## config.mk

```make
export PLATFORM = sky130hd
export DESIGN_NAME = fill_rect_flat
export DESIGN_NICKNAME = d
export VERILOG_FILES = /design/src/rtl/fill_rect_if.sv /design/src/rtl/fill_rect.sv /design/src/flat_wrapper.sv
export SDC_FILE = /design/constraint.sdc
export NUM_CORES = 1
export LEC_CHECK = 0
export ABC_AREA = 1
export ABC_CLOCK_PERIOD_IN_PS = 4000
export BUFFER_PORTS_ARGS = -buffer_cell sky130_fd_sc_hd__buf_2
export CORE_ASPECT_RATIO = 1.2
export CORE_UTILIZATION = 25
export DETAILED_ROUTE_END_ITERATION = 16
export GPL_ROUTABILITY_DRIVEN = 0
export SLEW_MARGIN = 20
export SYNTH_ARGS = -nofsm -noshare
export SYNTH_HDL_FRONTEND = slang
export SYNTH_SLANG_ARGS = --single-unit
```

## constraint.sdc

```tcl
create_clock -name clk -period 4 [get_ports clk]
set_input_delay 0.2 -clock clk [delete_from_list [all_inputs] [get_ports clk]]
set_output_delay 0.2 -clock clk [all_outputs]
set_load 0.02 [all_outputs]
```

## src/rtl/fill_rect_if.sv

```systemverilog
// Request and VGA pixel-write signals of the rectangle filler.
// The abort line exists only when FILL_RECT_ABORT_EN is defined.
interface fill_rect_if #(
    parameter int unsigned X_W      = 8,
    parameter int unsigned Y_W      = 7,
    parameter int unsigned COLOUR_W = 3
);
    logic                start;
    logic [X_W-1:0]      x0;
    logic [Y_W-1:0]      y0;
    logic [X_W-1:0]      w;
    logic [Y_W-1:0]      h;
    logic [COLOUR_W-1:0] colour;
    logic [1:0]          mode;
`ifdef FILL_RECT_ABORT_EN
    logic                abort;
`endif
    logic                done;
    logic [X_W-1:0]      vga_x;
    logic [Y_W-1:0]      vga_y;
    logic [COLOUR_W-1:0] vga_colour;
    logic                vga_plot;

`ifdef FILL_RECT_ABORT_EN
    modport master (output start, x0, y0, w, h, colour, mode, abort,
                    input  done, vga_x, vga_y, vga_colour, vga_plot);
    modport slave  (input  start, x0, y0, w, h, colour, mode, abort,
                    output done, vga_x, vga_y, vga_colour, vga_plot);
`else
    modport master (output start, x0, y0, w, h, colour, mode,
                    input  done, vga_x, vga_y, vga_colour, vga_plot);
    modport slave  (input  start, x0, y0, w, h, colour, mode,
                    output done, vga_x, vga_y, vga_colour, vga_plot);
`endif
endinterface

```

## src/rtl/fill_rect.sv

```systemverilog
// Clipped, patterned rectangle filler driving the VGA adapter one pixel per clock.
// Optional early stop via abort when FILL_RECT_ABORT_EN is defined.
module fill_rect #(
    parameter int unsigned SCREEN_W = 160,
    parameter int unsigned SCREEN_H = 120,
    parameter int unsigned X_W      = 8,
    parameter int unsigned Y_W      = 7,
    parameter int unsigned COLOUR_W = 3
) (
    input logic        clk,
    input logic        rst_n,
    fill_rect_if.slave bus
);
    typedef enum logic [1:0] {StIdle, StLoad, StPlot, StDone} state_e;

    localparam logic [X_W:0] XLim = (X_W+1)'(SCREEN_W);
    localparam logic [Y_W:0] YLim = (Y_W+1)'(SCREEN_H);

    state_e              state_q, state_d;
    logic [X_W-1:0]      x0_q, w_q;
    logic [Y_W-1:0]      y0_q, h_q;
    logic [COLOUR_W-1:0] colour_q;
    logic [1:0]          mode_q;

    // Output registers double as the scan cursor.
    logic [X_W-1:0]      vga_x_q, vga_x_d;
    logic [Y_W-1:0]      vga_y_q, vga_y_d;
    logic [COLOUR_W-1:0] pix_colour_q, pix_colour_d;
    logic                plot_q, plot_d;
    logic                done_q, done_d;

    logic [X_W:0] x_sum, xe;
    logic [Y_W:0] y_sum, ye;
    logic         empty, last_row, last_col, abort_hit;

    assign x_sum    = {1'b0, x0_q} + {1'b0, w_q};
    assign y_sum    = {1'b0, y0_q} + {1'b0, h_q};
    assign xe       = (x_sum > XLim) ? XLim : x_sum;
    assign ye       = (y_sum > YLim) ? YLim : y_sum;
    assign empty    = (w_q == '0) || (h_q == '0) ||
                      ({1'b0, x0_q} >= XLim) || ({1'b0, y0_q} >= YLim);
    assign last_row = ({1'b0, vga_y_q} == ye - (Y_W+1)'(1));
    assign last_col = ({1'b0, vga_x_q} == xe - (X_W+1)'(1));

`ifdef FILL_RECT_ABORT_EN
    assign abort_hit = bus.abort;
`else
    assign abort_hit = 1'b0;
`endif

    function automatic logic [COLOUR_W-1:0] pattern(input logic [1:0]          md,
                                                    input logic [COLOUR_W-1:0] col,
                                                    input logic [X_W-1:0]      x,
                                                    input logic [Y_W-1:0]      y);
        logic [COLOUR_W-1:0] p;
        unique case (md)
            2'd0:    p = col;
            2'd1:    p = COLOUR_W'(x);
            2'd2:    p = COLOUR_W'(y);
            default: p = (x[0] ^ y[0]) ? '0 : col;
        endcase
        return p;
    endfunction

    always_comb begin
        state_d      = state_q;
        vga_x_d      = vga_x_q;
        vga_y_d      = vga_y_q;
        pix_colour_d = pix_colour_q;
        plot_d       = 1'b0;
        done_d       = done_q;
        case (state_q)
            StIdle: begin
                done_d = 1'b0;
                if (bus.start) state_d = StLoad;
            end
            StLoad: begin
                if (empty) begin
                    state_d = StDone;
                    done_d  = 1'b1;
                end else begin
                    state_d      = StPlot;
                    plot_d       = 1'b1;
                    vga_x_d      = x0_q;
                    vga_y_d      = y0_q;
                    pix_colour_d = pattern(mode_q, colour_q, x0_q, y0_q);
                end
            end
            StPlot: begin
                if (abort_hit || (last_row && last_col)) begin
                    state_d = StDone;
                    done_d  = 1'b1;
                end else begin
                    plot_d = 1'b1;
                    // Column-major: walk down y, then step to the next column.
                    if (last_row) begin
                        vga_y_d = y0_q;
                        vga_x_d = vga_x_q + X_W'(1);
                    end else begin
                        vga_y_d = vga_y_q + Y_W'(1);
                    end
                    pix_colour_d = pattern(mode_q, colour_q, vga_x_d, vga_y_d);
                end
            end
            StDone: begin
                done_d = 1'b1;
                if (!bus.start) begin
                    state_d = StIdle;
                    done_d  = 1'b0;
                end
            end
            default: state_d = StIdle;
        endcase
    end

    always_ff @(posedge clk or negedge rst_n) begin
        if (!rst_n) begin
            state_q      <= StIdle;
            vga_x_q      <= '0;
            vga_y_q      <= '0;
            pix_colour_q <= '0;
            plot_q       <= 1'b0;
            done_q       <= 1'b0;
        end else begin
            state_q      <= state_d;
            vga_x_q      <= vga_x_d;
            vga_y_q      <= vga_y_d;
            pix_colour_q <= pix_colour_d;
            plot_q       <= plot_d;
            done_q       <= done_d;
        end
    end

    always_ff @(posedge clk or negedge rst_n) begin
        if (!rst_n) begin
            x0_q     <= '0;
            y0_q     <= '0;
            w_q      <= '0;
            h_q      <= '0;
            colour_q <= '0;
            mode_q   <= '0;
        end else if (state_q == StIdle && bus.start) begin
            x0_q     <= bus.x0;
            y0_q     <= bus.y0;
            w_q      <= bus.w;
            h_q      <= bus.h;
            colour_q <= bus.colour;
            mode_q   <= bus.mode;
        end
    end

    assign bus.vga_x      = vga_x_q;
    assign bus.vga_y      = vga_y_q;
    assign bus.vga_colour = pix_colour_q;
    assign bus.vga_plot   = plot_q;
    assign bus.done       = done_q;
endmodule

```

## src/flat_wrapper.sv

```systemverilog
// flat-port wrapper written by rule: the top's interface ports become plain ports
module fill_rect_flat 
#(
    parameter int unsigned SCREEN_W = 160,
    parameter int unsigned SCREEN_H = 120,
    parameter int unsigned X_W      = 8,
    parameter int unsigned Y_W      = 7,
    parameter int unsigned COLOUR_W = 3
)
  (clk, rst_n, bus_start, bus_x0, bus_y0, bus_w, bus_h, bus_colour, bus_mode, bus_done, bus_vga_x, bus_vga_y, bus_vga_colour, bus_vga_plot);
  fill_rect_if #(.X_W(X_W), .Y_W(Y_W), .COLOUR_W(COLOUR_W)) bus_i ();
  input logic clk;
  input logic rst_n;
  input wire logic [$bits(bus_i.start)-1:0] bus_start;
  input wire logic [$bits(bus_i.x0)-1:0] bus_x0;
  input wire logic [$bits(bus_i.y0)-1:0] bus_y0;
  input wire logic [$bits(bus_i.w)-1:0] bus_w;
  input wire logic [$bits(bus_i.h)-1:0] bus_h;
  input wire logic [$bits(bus_i.colour)-1:0] bus_colour;
  input wire logic [$bits(bus_i.mode)-1:0] bus_mode;
  output wire logic [$bits(bus_i.done)-1:0] bus_done;
  output wire logic [$bits(bus_i.vga_x)-1:0] bus_vga_x;
  output wire logic [$bits(bus_i.vga_y)-1:0] bus_vga_y;
  output wire logic [$bits(bus_i.vga_colour)-1:0] bus_vga_colour;
  output wire logic [$bits(bus_i.vga_plot)-1:0] bus_vga_plot;
  assign bus_i.start = bus_start;
  assign bus_i.x0 = bus_x0;
  assign bus_i.y0 = bus_y0;
  assign bus_i.w = bus_w;
  assign bus_i.h = bus_h;
  assign bus_i.colour = bus_colour;
  assign bus_i.mode = bus_mode;
  assign bus_done = bus_i.done;
  assign bus_vga_x = bus_i.vga_x;
  assign bus_vga_y = bus_i.vga_y;
  assign bus_vga_colour = bus_i.vga_colour;
  assign bus_vga_plot = bus_i.vga_plot;
  fill_rect #(.SCREEN_W(SCREEN_W), .SCREEN_H(SCREEN_H), .X_W(X_W), .Y_W(Y_W), .COLOUR_W(COLOUR_W)) u_core (.clk(clk), .rst_n(rst_n), .bus(bus_i));
endmodule
```

==> reports/qor.csv, run 1 <==
stage,metric,value,unit
outcome,outcome,"complete, but fails checks",
outcome,failing checks,DRC,
route,WL final,12.8,mm
clocking,CTS buffer count,9,
timing,Max Clock Freq,270,MHz
clocking,Post-CTS Hold Buffers,0,
floorplan,die area,0.0188,sq mm
logic_synthesis,Synth Area per Inst,7.32,sq um
critical_path,worst path bufs/invs,3,
floorplan,Die Ht,150,um
critical_path,Worst Path Required,4.21,ns
global_routing,largest net degree at the start of global routing,58,
logic_synthesis,syn nets,687,
timing,worst slew pin tran,1.04,ns
layout,Layout area overhead,20.7,%
critical_path,CP Class,reg -> reg,
route,Via-to-Cell Ratio,4.73,
floorplan,area of the core,0.0177,sq mm
floorplan,I/O pins,58,
logic_synthesis,Most used DFF post-synth,dfrtp_1,
timing,final hold vios,0,
global_routing,GR Util All Layers,0.142,
critical_path,startpoint types,flop,
layout,Fill cells,1883,
logic_synthesis,Cells after Synth,624,
timing,RSZ-0062 raised after global routing,false,
global_routing,vias in the first global route,4232,
layout,fraction of layout cells with a size suffix above 1,0.223,
route,Iter 0 DRT Violations,330,
layout,final-stage net count,753,
logic_synthesis,post-synthesis cell area,0.00457,sq mm
layout,count of non-filler cells in the finished layout,915,
clocking,CTS tree,done,
timing,Hold Slack,0.0242,ns
placed_design,I/O Buffers,57,
timing,Slew HR,0.305,
floorplan,initial core utilization,0.258,
placed_design,dpl hpwl,9.96,mm
timing,Tmin final,3.70,ns
timing,Setup TNS Final,0,ns
critical_path,R2R depth,25,
logic_synthesis,fraction of registers with async set or reset after synthesis,1.00,
timing,Finish-stage setup viols,0,
clocking,clock sink total,57,
logic_synthesis,synth warn,0,
hold_path,worst hold-check path type,in -> async,
logic_synthesis,Netlist cell types,44,
floorplan,Die Width,125,um
clocking,CTS root buf,clkbuf_16,
floorplan,row cnt,53,
critical_path,cell with the most instances on the worst path,nand2_1,
timing,Final Cycle Share,0.925,
layout,ant diodes,0,
run,Max Cap Violations,0,
critical_path,Max stage delay on crit path,0.51,ns
clocking,Clock Pin Slew Worst Setup and Hold Paths,0.05,ns
placed_design,placed insts,893,
timing,Clock Skew,0.00807,ns
critical_path,Worst path top cell family by delay,simple AND/OR/NAND/NOR gates,
route,wire length per cell,14.0,um
logic_synthesis,Synth Register Bits,57,
timing,final max-slew violation count,0,
global_routing,total gr overflow,0,
critical_path,worst path arrival time,3.91,ns
critical_path,Critical Path End Type,flop,
global_routing,antenna violations before repair,0,
global_routing,first-pass GRT wire length,20.8,mm
logic_synthesis,part of the Yosys area used for sequential elements,0.312,
critical_path,path length in cells of the critical path,25,
route,post-route ant nets,0,
route,DRC violation count after routing,1,
clocking,H-tree Lvls,3,
route,routed via count,4325,
route,Initial DRT Pass Iterations,11,
logic_synthesis,"EDFF count, synth",0,
critical_path,Crit-path slowest cell,fa_2,
critical_path,crit path max fanout,8,
clocking,clk_lat worst skew,0.33,ns
clocking,clk buf depth,2,
area by class of cell:
| cell class | count | area [sq um] | area share |
|---|---|---|---|
| inverter | 78 | 305 | 0.0554 |
| timing repair buffer | 65 | 349 | 0.0633 |
| sequential | 57 | 1430 | 0.259 |
| clock buffer | 14 | 264 | 0.0479 |
| clock inverter | 2 | 60.1 | 0.0109 |
| tap | 220 | 275 | 0.0499 |
| timing repair inverter | 2 | 17.5 | 0.00318 |
| multi-input combinational | 477 | 2810 | 0.510 |
layout by cell type (no fill, tap or decap), types with 11 or more instances in the layout:
cell type	n
nand2_1	171
inv_1	70
buf_2	57
dfrtp_1	56
nand3_1	51
nor2_1	49
a21oi_1	31
nand4_1	23
ha_1	22
o21ai_0	20
mux2_2	17
nand2_2	11
cell usage after synthesis, types with 8 or more instances:
master   count  share of area
nor2_1      51          0.042
mux2_2      17          0.042
nand2_2     10          0.014
dfrtp_1     57           0.31
nand4_1     23          0.032
o21ai_0     20          0.022
inv_1       71          0.058
nand3_1     53          0.058
ha_1        23          0.063
nand2_1    174           0.14
xor2_1      10          0.019
o21ai_2      8          0.015
a21oi_1     31          0.034
stage by stage:
stage | util | worst slack [ns] | area [sq um]
5_1_grt | 0.311 | 0.00364 | 5510
3_3_place_gp | 0.287 | 0.220 | 5080
3_5_place_dp | 0.287 | 0.173 | 5080
2_1_floorplan | - | 0.612 | 4570
6_report | 0.311 | 0.299 | 5510
4_1_cts | 0.305 | 0.159 | 5410
worst register-to-register path: stages, from the launching register on:
cell,delay [ns]
dfrtp_1,0.37
ha_2,0.18
inv_1,0.05
fa_2,0.51
inv_1,0.05
nor2_2,0.09
nand2_1,0.07
nand3_2,0.10
nor2_4,0.05
nand2_1,0.05
nand2_1,0.06
nand2_2,0.08
nand2_1,0.07
ha_1,0.28
xor2_1,0.15
nand2_1,0.08
nor2_2,0.09
nand3_2,0.08
nor2_4,0.23
nand4_2,0.12
nor2_2,0.16
nand4_2,0.13
nand3_4,0.29
clkinv_8,0.11
nand2_1,0.09
o21ai_2,0.05
worst paths after layout:
kind,slack [ns],from,to
max,0.30,u_core.h_q[0],u_core.bus.vga_y[4]
min,0.02,rst_n,u_core.h_q[6]
max reg2reg,0.30,u_core.h_q[0],u_core.bus.vga_y[4]
min reg2reg,0.49,u_core.bus.vga_colour[1],u_core.bus.vga_colour[1]
max in group asynchronous,3.42,rst_n,u_core.x0_q[0]
min in group clk,0.10,bus_x0[4],u_core.x0_q[4]
routing by layer:
layer	wire length, um	track usage
met5	0	0
met4	250	0.0530
met3	591	0.0268
met2	6510	0.254
met1	5480	0.167
flip-flops by register name, indices dropped and copies added, names as in the netlist:
signal	flops
u_core.bus.vga_plot	1
u_core.colour_q	3
u_core.mode_q	2
u_core.h_q	7
u_core.bus.vga_y	7
u_core.state_q	2
u_core.bus.done	1
u_core.x0_q	8
u_core.bus.vga_colour	3
u_core.w_q	8
u_core.y0_q	7
u_core.bus.vga_x	8
repair_timing:
item	in CTS	in global routing
gates resized for setup	0	18
setup endpoints to repair	0	21
buffers inserted	0	4
cells by family after synthesis:
family,synth area share
AND/OR/NAND/NOR,0.356
buffers and inverters,0.0816
AO/OA/AOI/OAI,0.102
flip-flops,0.312
adder cells (fa/ha/maj),0.0718
multiplexers,0.0419
XOR/XNOR,0.0334
Power of run 1 is not shown: default switching activity piles up to over one toggle a cycle in this logic, so the estimate is an artifact.
==> run 2: changes to the inputs <==
--- a/config.mk
+++ b/config.mk
@@ -5,13 +5,13 @@
 export SDC_FILE = /design/constraint.sdc
 export NUM_CORES = 1
 export LEC_CHECK = 0
-export ABC_AREA = 1
 export ABC_CLOCK_PERIOD_IN_PS = 4000
 export BUFFER_PORTS_ARGS = -buffer_cell sky130_fd_sc_hd__buf_2
 export CORE_ASPECT_RATIO = 1.2
 export CORE_UTILIZATION = 25
 export DETAILED_ROUTE_END_ITERATION = 16
 export GPL_ROUTABILITY_DRIVEN = 0
+export HOLD_SLACK_MARGIN = 0.03
 export SLEW_MARGIN = 20
 export SYNTH_ARGS = -nofsm -noshare
 export SYNTH_HDL_FRONTEND = slang
==> run 2 against run 1 <==
Compared with the run above: the flow finishes with violations (setup timing); via count increased by 6.2%; non-clock buffer count increased by 119; maximum frequency decreased by 17%; clock skew increased by 0.0026 ns; setup slack got worse by 0.77 ns; wire length increased by 11%; global-route usage increased by 1.3 points; final area increased by 22%; hold slack improved by 0.064 ns; cell count decreased by 1.1%; sequential cell count unchanged; highest routed layer unchanged.
==> reports/qor.csv, run 2 <==
stage,metric,value,unit,change
route,Initial DRT Pass Iterations,4,,was 11
clocking,clock sink total,57,,unchanged
timing,worst slew pin tran,0.869,ns,was 1.04 ns
critical_path,Worst Path Required,4.22,ns,was 4.21 ns
logic_synthesis,top cell type's share of synthesized area,0.309,,was 0.312
logic_synthesis,Most used DFF post-synth,dfrtp_1,,unchanged
timing,Final Cycle Share,1.12,,was 0.925
global_routing,met3 Usage GRT,0.0297,,was 0.0268
timing,Finish-stage setup viols,22,,was 0
logic_synthesis,Synth Area per Inst,9.23,sq um,was 7.32 sq um
logic_synthesis,largest cells by area after synthesis,"dfrtp_1, mux2_2, ha_1",,"was dfrtp_1, nand2_1, ha_1"
global_routing,first-pass GRT wire length,22.7,mm,was 20.8 mm
timing,Tmin final,4.47,ns,was 3.70 ns
clocking,CTS buffer count,9,,unchanged
layout,register area,0.00143,sq mm,unchanged
timing,RSZ-0062 raised after global routing,true,,was false
logic_synthesis,post-synthesis cell area,0.00461,sq mm,was 0.00457 sq mm
global_routing,largest net degree at the start of global routing,54,,was 58
clocking,CTS tree,done,,unchanged
route,wire length per cell,15.7,um,was 14.0 um
logic_synthesis,fraction of registers with async set or reset after synthesis,1.00,,unchanged
layout,Layout area overhead,45.9,%,was 20.7%
logic_synthesis,Synth Register Bits,57,,unchanged
timing,Clock Skew,0.0107,ns,was 0.00807 ns
logic_synthesis,"EDFF count, synth",0,,unchanged
placed_design,placed insts,863,,was 893
floorplan,die area,0.0190,sq mm,was 0.0188 sq mm
route,post-route ant nets,0,,unchanged
global_routing,GRT busiest layer,met2,,unchanged
run,Max Cap Violations,0,,unchanged
route,WL final,14.2,mm,was 12.8 mm
clocking,clk_lat worst skew,0.34,ns,was 0.33 ns
logic_synthesis,Netlist cell types,82,,was 44
timing,final setup margin,-0.473,ns,was 0.299 ns
logic_synthesis,part of the Yosys area used for sequential elements,0.309,,was 0.312
timing,final hold vios,0,,unchanged
route,routed via count,4595,,was 4325
route,Iter 0 DRT Violations,208,,was 330
critical_path,crit path max fanout,5,,was 8
outcome,failing checks,setup timing,,was DRC
floorplan,Die Ht,151,um,was 150 um
layout,most frequent cells in the layout,"buf_4, buf_2, dfrtp_1",,"was nand2_1, inv_1, buf_2"
floorplan,area of the core,0.0181,sq mm,was 0.0177 sq mm
logic_synthesis,Cells after Synth,500,,was 624
floorplan,initial core utilization,0.255,,was 0.258
timing,Max Clock Freq,224,MHz,was 270 MHz
clocking,H-tree Lvls,3,,unchanged
timing,Slew HR,0.419,,was 0.305
placed_design,dpl hpwl,10.5,mm,was 9.96 mm
clocking,clk buf depth,2,,unchanged
global_routing,vias in the first global route,4492,,was 4232
layout,ant diodes,0,,unchanged
floorplan,I/O pins,58,,unchanged
layout,multi-input combinational cell area,0.00329,sq mm,was 0.00281 sq mm
floorplan,row cnt,54,,was 53
layout,Fill cells,1840,,was 1883
clocking,CTS root buf,clkbuf_16,,unchanged
layout,Final Core Density,0.372,,was 0.311
global_routing,routing usage on met2,0.275,,was 0.254
critical_path,CP Class,reg -> reg,,unchanged
floorplan,Die Width,126,um,was 125 um
layout,count of non-filler cells in the finished layout,905,,was 915
critical_path,Critical Path End Type,flop,,unchanged
placed_design,DP Worst Slack,-0.553,ns,was 0.173 ns
placed_design,I/O Buffers,57,,unchanged
timing,Hold Slack,0.0886,ns,was 0.0242 ns
outcome,outcome,"complete, but fails checks",,unchanged
global_routing,total gr overflow,0,,unchanged
global_routing,GR Util All Layers,0.154,,was 0.142
critical_path,startpoint types,flop,,unchanged
global_routing,antenna violations before repair,0,,unchanged
layout,"commonest non-fill, non-tap cell in the layout",buf_4,,was nand2_1
route,DRC violation count after routing,0,,was 1
logic_synthesis,"count leader, synth",dfrtp_1,,was nand2_1
logic_synthesis,synth warn,0,,unchanged
hold_path,worst hold-check path type,in -> reg,,was in -> async
logic_synthesis,syn nets,563,,was 687
timing,final max-slew violation count,0,,unchanged
route,Via-to-Cell Ratio,5.08,,was 4.73
logic_synthesis,"area leader, netlist",dfrtp_1,,unchanged
critical_path,worst path arrival time,4.69,ns,was 3.91 ns
layout,fraction of layout cells with a size suffix above 1,0.457,,was 0.223
clocking,Clock Pin Slew Worst Setup and Hold Paths,0.06,ns,was 0.05 ns
logic_synthesis,Post-synth top cells,"dfrtp_1, nand2_1, mux2_2",,"was nand2_1, inv_1, dfrtp_1"
global_routing,routing usage on met1,0.171,,was 0.167
layout,final-stage net count,739,,was 753
run 2: cell count changes after synthesis, moves of 8 or more:
cell and change:
nand2_1 -136, inv_1 -46, nand3_1 -37, nor2_1 -27
mux2_2 +20, nand4_1 -16, mux2i_1 +11, nor3_1 +10
o21ai_0 +10, clkbuf_1 +9, nand2_2 -8
run 2: logic make-up (layout without fill, tap and decap cells):
group	count (synthesis)	count (layout)	share of synthesized area
AND/OR/NAND/NOR	151	151	0.172
AO/OA/AOI/OAI	147	147	0.235
flip-flops	57	57	0.309
multiplexers	49	49	0.117
buffers and inverters	46	227	0.0412
adder cells (fa/ha/maj)	25	25	0.0710
XOR/XNOR	25	25	0.0550
run 2: area by class of cell:
| type | instances | share of cell area |
|---|---|---|
| multi-input cells | 397 | 0.489 |
| clock inverters | 7 | 0.0151 |
| repair buffers | 184 | 0.194 |
| flip-flops and latches | 57 | 0.212 |
| well taps | 224 | 0.0416 |
| clock buffers | 9 | 0.0335 |
| inverters | 27 | 0.0151 |
run 2: final timing paths:
kind / startpoint / end / slack [ns] / cells past startpoint
max in group asynchronous: rst_n / u_core.y0_q[1] / 2.81 / 3
worst max-delay path: u_core.w_q[0] / u_core.bus.vga_y[5] / -0.47 / 21
worst min-delay path: bus_y0[3] / u_core.y0_q[3] / 0.09 / 2
worst min register to register: u_core.bus.done / u_core.bus.done / 0.52 / 1
min in group asynchronous: rst_n / u_core.bus.vga_y[2] / 0.21 / 2
worst max register to register: u_core.w_q[0] / u_core.bus.vga_y[5] / -0.47 / 21
run 2: through the flow:
stage / setup TNS [ns] / instance area (sq um)
after floorplan: -7.82 / 4720
after global placement: -10.51 / 5960
after detailed placement: -10.84 / 5960
after CTS: -7.85 / 6640
after global routing: -13.14 / 6730
final: -8.79 / 6730
run 2: routing by layer:
metal,up-vias,share of wire
met5,-,0
met4,0,0.039
met3,28,0.044
met2,113,0.52
met1,2207,0.40
li1,2247,-
run 2: repair_timing:
action	in CTS	in global routing
hold buffers	1	0
cloned	2	1
endpoints found under the hold margin	4	0
setup buffers	20	5
gates resized for setup	34	22
setup endpoints to repair	22	22
pin swaps	24	8
run 2: worst max-delay path: stages (launching register included):
cell and delay, ns:
dfrtp_1 0.40, ha_4 0.15, inv_2 0.03, fa_2 0.37
nand2b_4 0.19, a21o_1 0.20, a21oi_2 0.17, o21ai_2 0.09
a21o_1 0.19, nand2b_1 0.08, ha_2 0.17, o211ai_1 0.10
or3b_4 0.40, or3_1 0.32, o2111ai_1 0.10, o2111ai_1 0.13
or4b_4 0.52, o31a_1 0.34, buf_6 0.16, buf_12 0.13
o21ai_4 0.05, a22oi_2 0.06
Power of run 2 is left out for the same reason.
==> run 3: changes to the inputs <==
--- a/config.mk
+++ b/config.mk
@@ -12,6 +12,7 @@
 export DETAILED_ROUTE_END_ITERATION = 16
 export GPL_ROUTABILITY_DRIVEN = 0
 export HOLD_SLACK_MARGIN = 0.03
+export PLACE_DENSITY_LB_ADDON = 0.3
 export SLEW_MARGIN = 20
 export SYNTH_ARGS = -nofsm -noshare
 export SYNTH_HDL_FRONTEND = slang
==> run 3 against run 2 <==
Compared with the run above: the run still ends with setup timing left; final area is 2.0% lower; hold slack worse by 0.00062 ns; maximum frequency is 0.84% lower; core utilization is 0.73 points lower; wire length is 5.1% higher; first-iteration DRC count is 15% higher; critical path depth is 1 lower; sequential share of layout area is 0.40 points higher; non-clock buffer count is 9 lower; clock skew is 0.0067 ns lower; sequential cell count stayed put.
==> reports/qor.csv, run 3 (synthesis results as in run 2) <==
stage,metric,value,unit,change
clocking,clk buf depth,2,,unchanged
critical_path,crit-path cells,ha_4 > inv_2 > fa_2 > nand2b_4 > a21o_1 > a21oi_2 > o21ai_2 > a21o_1 > nand2b_1 > ha_2 > o211ai_1 > or3b_4 > or3_4 > o2111ai_2 > o2111ai_1 > or4b_4 > buf_6 > o21ai_4 > nand2_2 > mux2_4,,was ha_4 > inv_2 > fa_2 > nand2b_4 > a21o_1 > a21oi_2 > o21ai_2 > a21o_1 > nand2b_1 > ha_2 > o211ai_1 > or3b_4 > or3_1 > o2111ai_1 > o2111ai_1 > or4b_4 > o31a_1 > buf_6 > buf_12 > o21ai_4 > a22oi_2
floorplan,row cnt,54,,unchanged
layout,Fill cells,1861,,was 1840
placed_design,placed insts,868,,was 863
critical_path,Max stage delay on crit path,0.51,ns,was 0.52 ns
timing,Tmin final,4.51,ns,was 4.47 ns
critical_path,Worst Path Required,4.23,ns,was 4.22 ns
floorplan,initial core utilization,0.255,,unchanged
route,routed via count,4583,,was 4595
route,Initial DRT Pass Iterations,5,,was 4
global_routing,total gr overflow,0,,unchanged
placed_design,dpl hpwl,11.6,mm,was 10.5 mm
outcome,failing checks,setup timing,,unchanged
timing,Slew HR,0.519,,was 0.419
critical_path,cell with the most instances on the worst path,a21o_1,,
global_routing,vias in the first global route,4614,,was 4492
placed_design,I/O Buffers,57,,unchanged
layout,Final Core Density,0.364,,was 0.372
hold_path,worst min-delay path startpoint,bus_colour[0],,was bus_y0[3]
global_routing,antenna violations before repair,0,,unchanged
critical_path,crit path max fanout,5,,unchanged
route,Via-to-Cell Ratio,5.11,,was 5.08
critical_path,Crit-path slowest cell,or4b_4,,unchanged
floorplan,die area,0.0190,sq mm,unchanged
route,Iter 0 DRT Violations,239,,was 208
timing,final max-slew violation count,0,,unchanged
critical_path,path length in cells of the critical path,20,,was 21
timing,Finish-stage setup viols,22,,unchanged
route,wire length per cell,16.7,um,was 15.7 um
global_routing,GR Util All Layers,0.161,,was 0.154
critical_path,CP Class,reg -> reg,,unchanged
clocking,CTS tree,done,,unchanged
timing,Max Clock Freq,222,MHz,was 224 MHz
outcome,outcome,"complete, but fails checks",,unchanged
run,Max Cap Violations,0,,unchanged
layout,fraction of layout cells with a size suffix above 1,0.454,,was 0.457
layout,final-stage net count,730,,was 739
layout,"commonest non-fill, non-tap cell in the layout",buf_4,,unchanged
layout,ant diodes,0,,unchanged
global_routing,first-pass GRT wire length,23.6,mm,was 22.7 mm
timing,RSZ-0062 raised after global routing,true,,unchanged
critical_path,Critical Path End Type,flop,,unchanged
critical_path,R2R depth,20,,was 21
route,WL final,14.9,mm,was 14.2 mm
timing,final setup margin,-0.511,ns,was -0.473 ns
hold_path,worst hold-check path type,in -> reg,,unchanged
clocking,clock sink total,57,,unchanged
hold_path,hold depth,2,,unchanged
timing,Hold Slack,0.0880,ns,was 0.0886 ns
critical_path,worst path bufs/invs,2,,was 3
timing,Final Cycle Share,1.13,,was 1.12
global_routing,largest net degree at the start of global routing,37,,was 54
timing,worst slew pin tran,0.720,ns,was 0.869 ns
clocking,CTS root buf,clkbuf_16,,unchanged
critical_path,Setup crit start,u_core.x0_q[0],,was u_core.w_q[0]
layout,Layout area overhead,43.0,%,was 45.9%
floorplan,I/O pins,58,,unchanged
floorplan,Die Ht,151,um,unchanged
clocking,Clock Pin Slew Worst Setup and Hold Paths,0.06,ns,about the same
floorplan,Die Width,126,um,unchanged
clocking,CTS buffer count,9,,unchanged
timing,final hold vios,0,,unchanged
layout,most frequent cells in the layout,"buf_4, buf_2, dfrtp_1",,unchanged
layout,count of non-filler cells in the finished layout,896,,was 905
clocking,clk_lat worst skew,0.34,ns,about the same
critical_path,Worst path top cell family by delay,simple AND/OR/NAND/NOR gates,,unchanged
route,post-route ant nets,0,,unchanged
route,DRC violation count after routing,0,,unchanged
clocking,H-tree Lvls,3,,unchanged
floorplan,area of the core,0.0181,sq mm,unchanged
critical_path,worst r2r src,u_core.x0_q[0],,was u_core.w_q[0]
critical_path,worst path arrival time,4.74,ns,was 4.69 ns
critical_path,startpoint types,flop,,unchanged
timing,Clock Skew,0.00396,ns,was 0.0107 ns
timing,Setup TNS Final,-9.09,ns,was -8.79 ns
-- run 3: timing repair --
item                                    4_1_cts  5_1_grt
pin swaps                                     5       16
hold endpoints to repair                     21        0
gates resized for setup                      17       24
buffers inserted                              4        7
endpoints found under the setup margin       22       22
hold buffers                                  1        0
-- run 3: worst register-to-register path: stages (launching register included) --
cell,delay (ns)
dfrtp_1,0.40
ha_4,0.16
inv_2,0.04
fa_2,0.42
nand2b_4,0.18
a21o_1,0.20
a21oi_2,0.18
o21ai_2,0.07
a21o_1,0.18
nand2b_1,0.08
ha_2,0.17
o211ai_1,0.13
or3b_4,0.42
or3_4,0.34
o2111ai_2,0.09
o2111ai_1,0.13
or4b_4,0.51
buf_6,0.15
o21ai_4,0.18
nand2_2,0.08
mux2_4,0.30
-- run 3: layout make-up --
cell class              instances  area, sq um  share of cell area
inverters                      27          101              0.0154
clock inverters                 7          103              0.0155
clock buffers                   9          225              0.0341
repair buffers                175         1200               0.182
well taps                     224          280              0.0425
multi-input cells             397         3260               0.494
flip-flops and latches         57         1430               0.216
-- run 3: final timing paths --
| check | endpoint | slack, ns |
|---|---|---|
| worst max register to register | u_core.state_q[1] | -0.51 |
| worst min-delay path | u_core.colour_q[0] | 0.09 |
| worst max-delay path | u_core.state_q[1] | -0.51 |
| worst min register to register | u_core.bus.done | 0.52 |
| min in group asynchronous | u_core.bus.vga_y[1] | 0.41 |
| max in group asynchronous | u_core.bus.vga_y[6] | 2.70 |
-- run 3: through the flow --
step / cell area [sq um] / setup slack [ns]
floorplan: 4720 / -0.464
global route: 6600 / -0.695
CTS: 6440 / -0.495
global placement: 6010 / -0.685
finish: 6600 / -0.511
detailed placement: 6010 / -0.818
-- run 3: metal layers --
metal / wire length, um / vias to the layer above / GRT usage
met5: 0 / - / 0
met4: 631 / 0 / 0.0970
met3: 464 / 33 / 0.0194
met2: 7820 / 110 / 0.295
met1: 6020 / 2213 / 0.178
li1: - / 2227 / -
Power of run 3 is left out for the same reason.
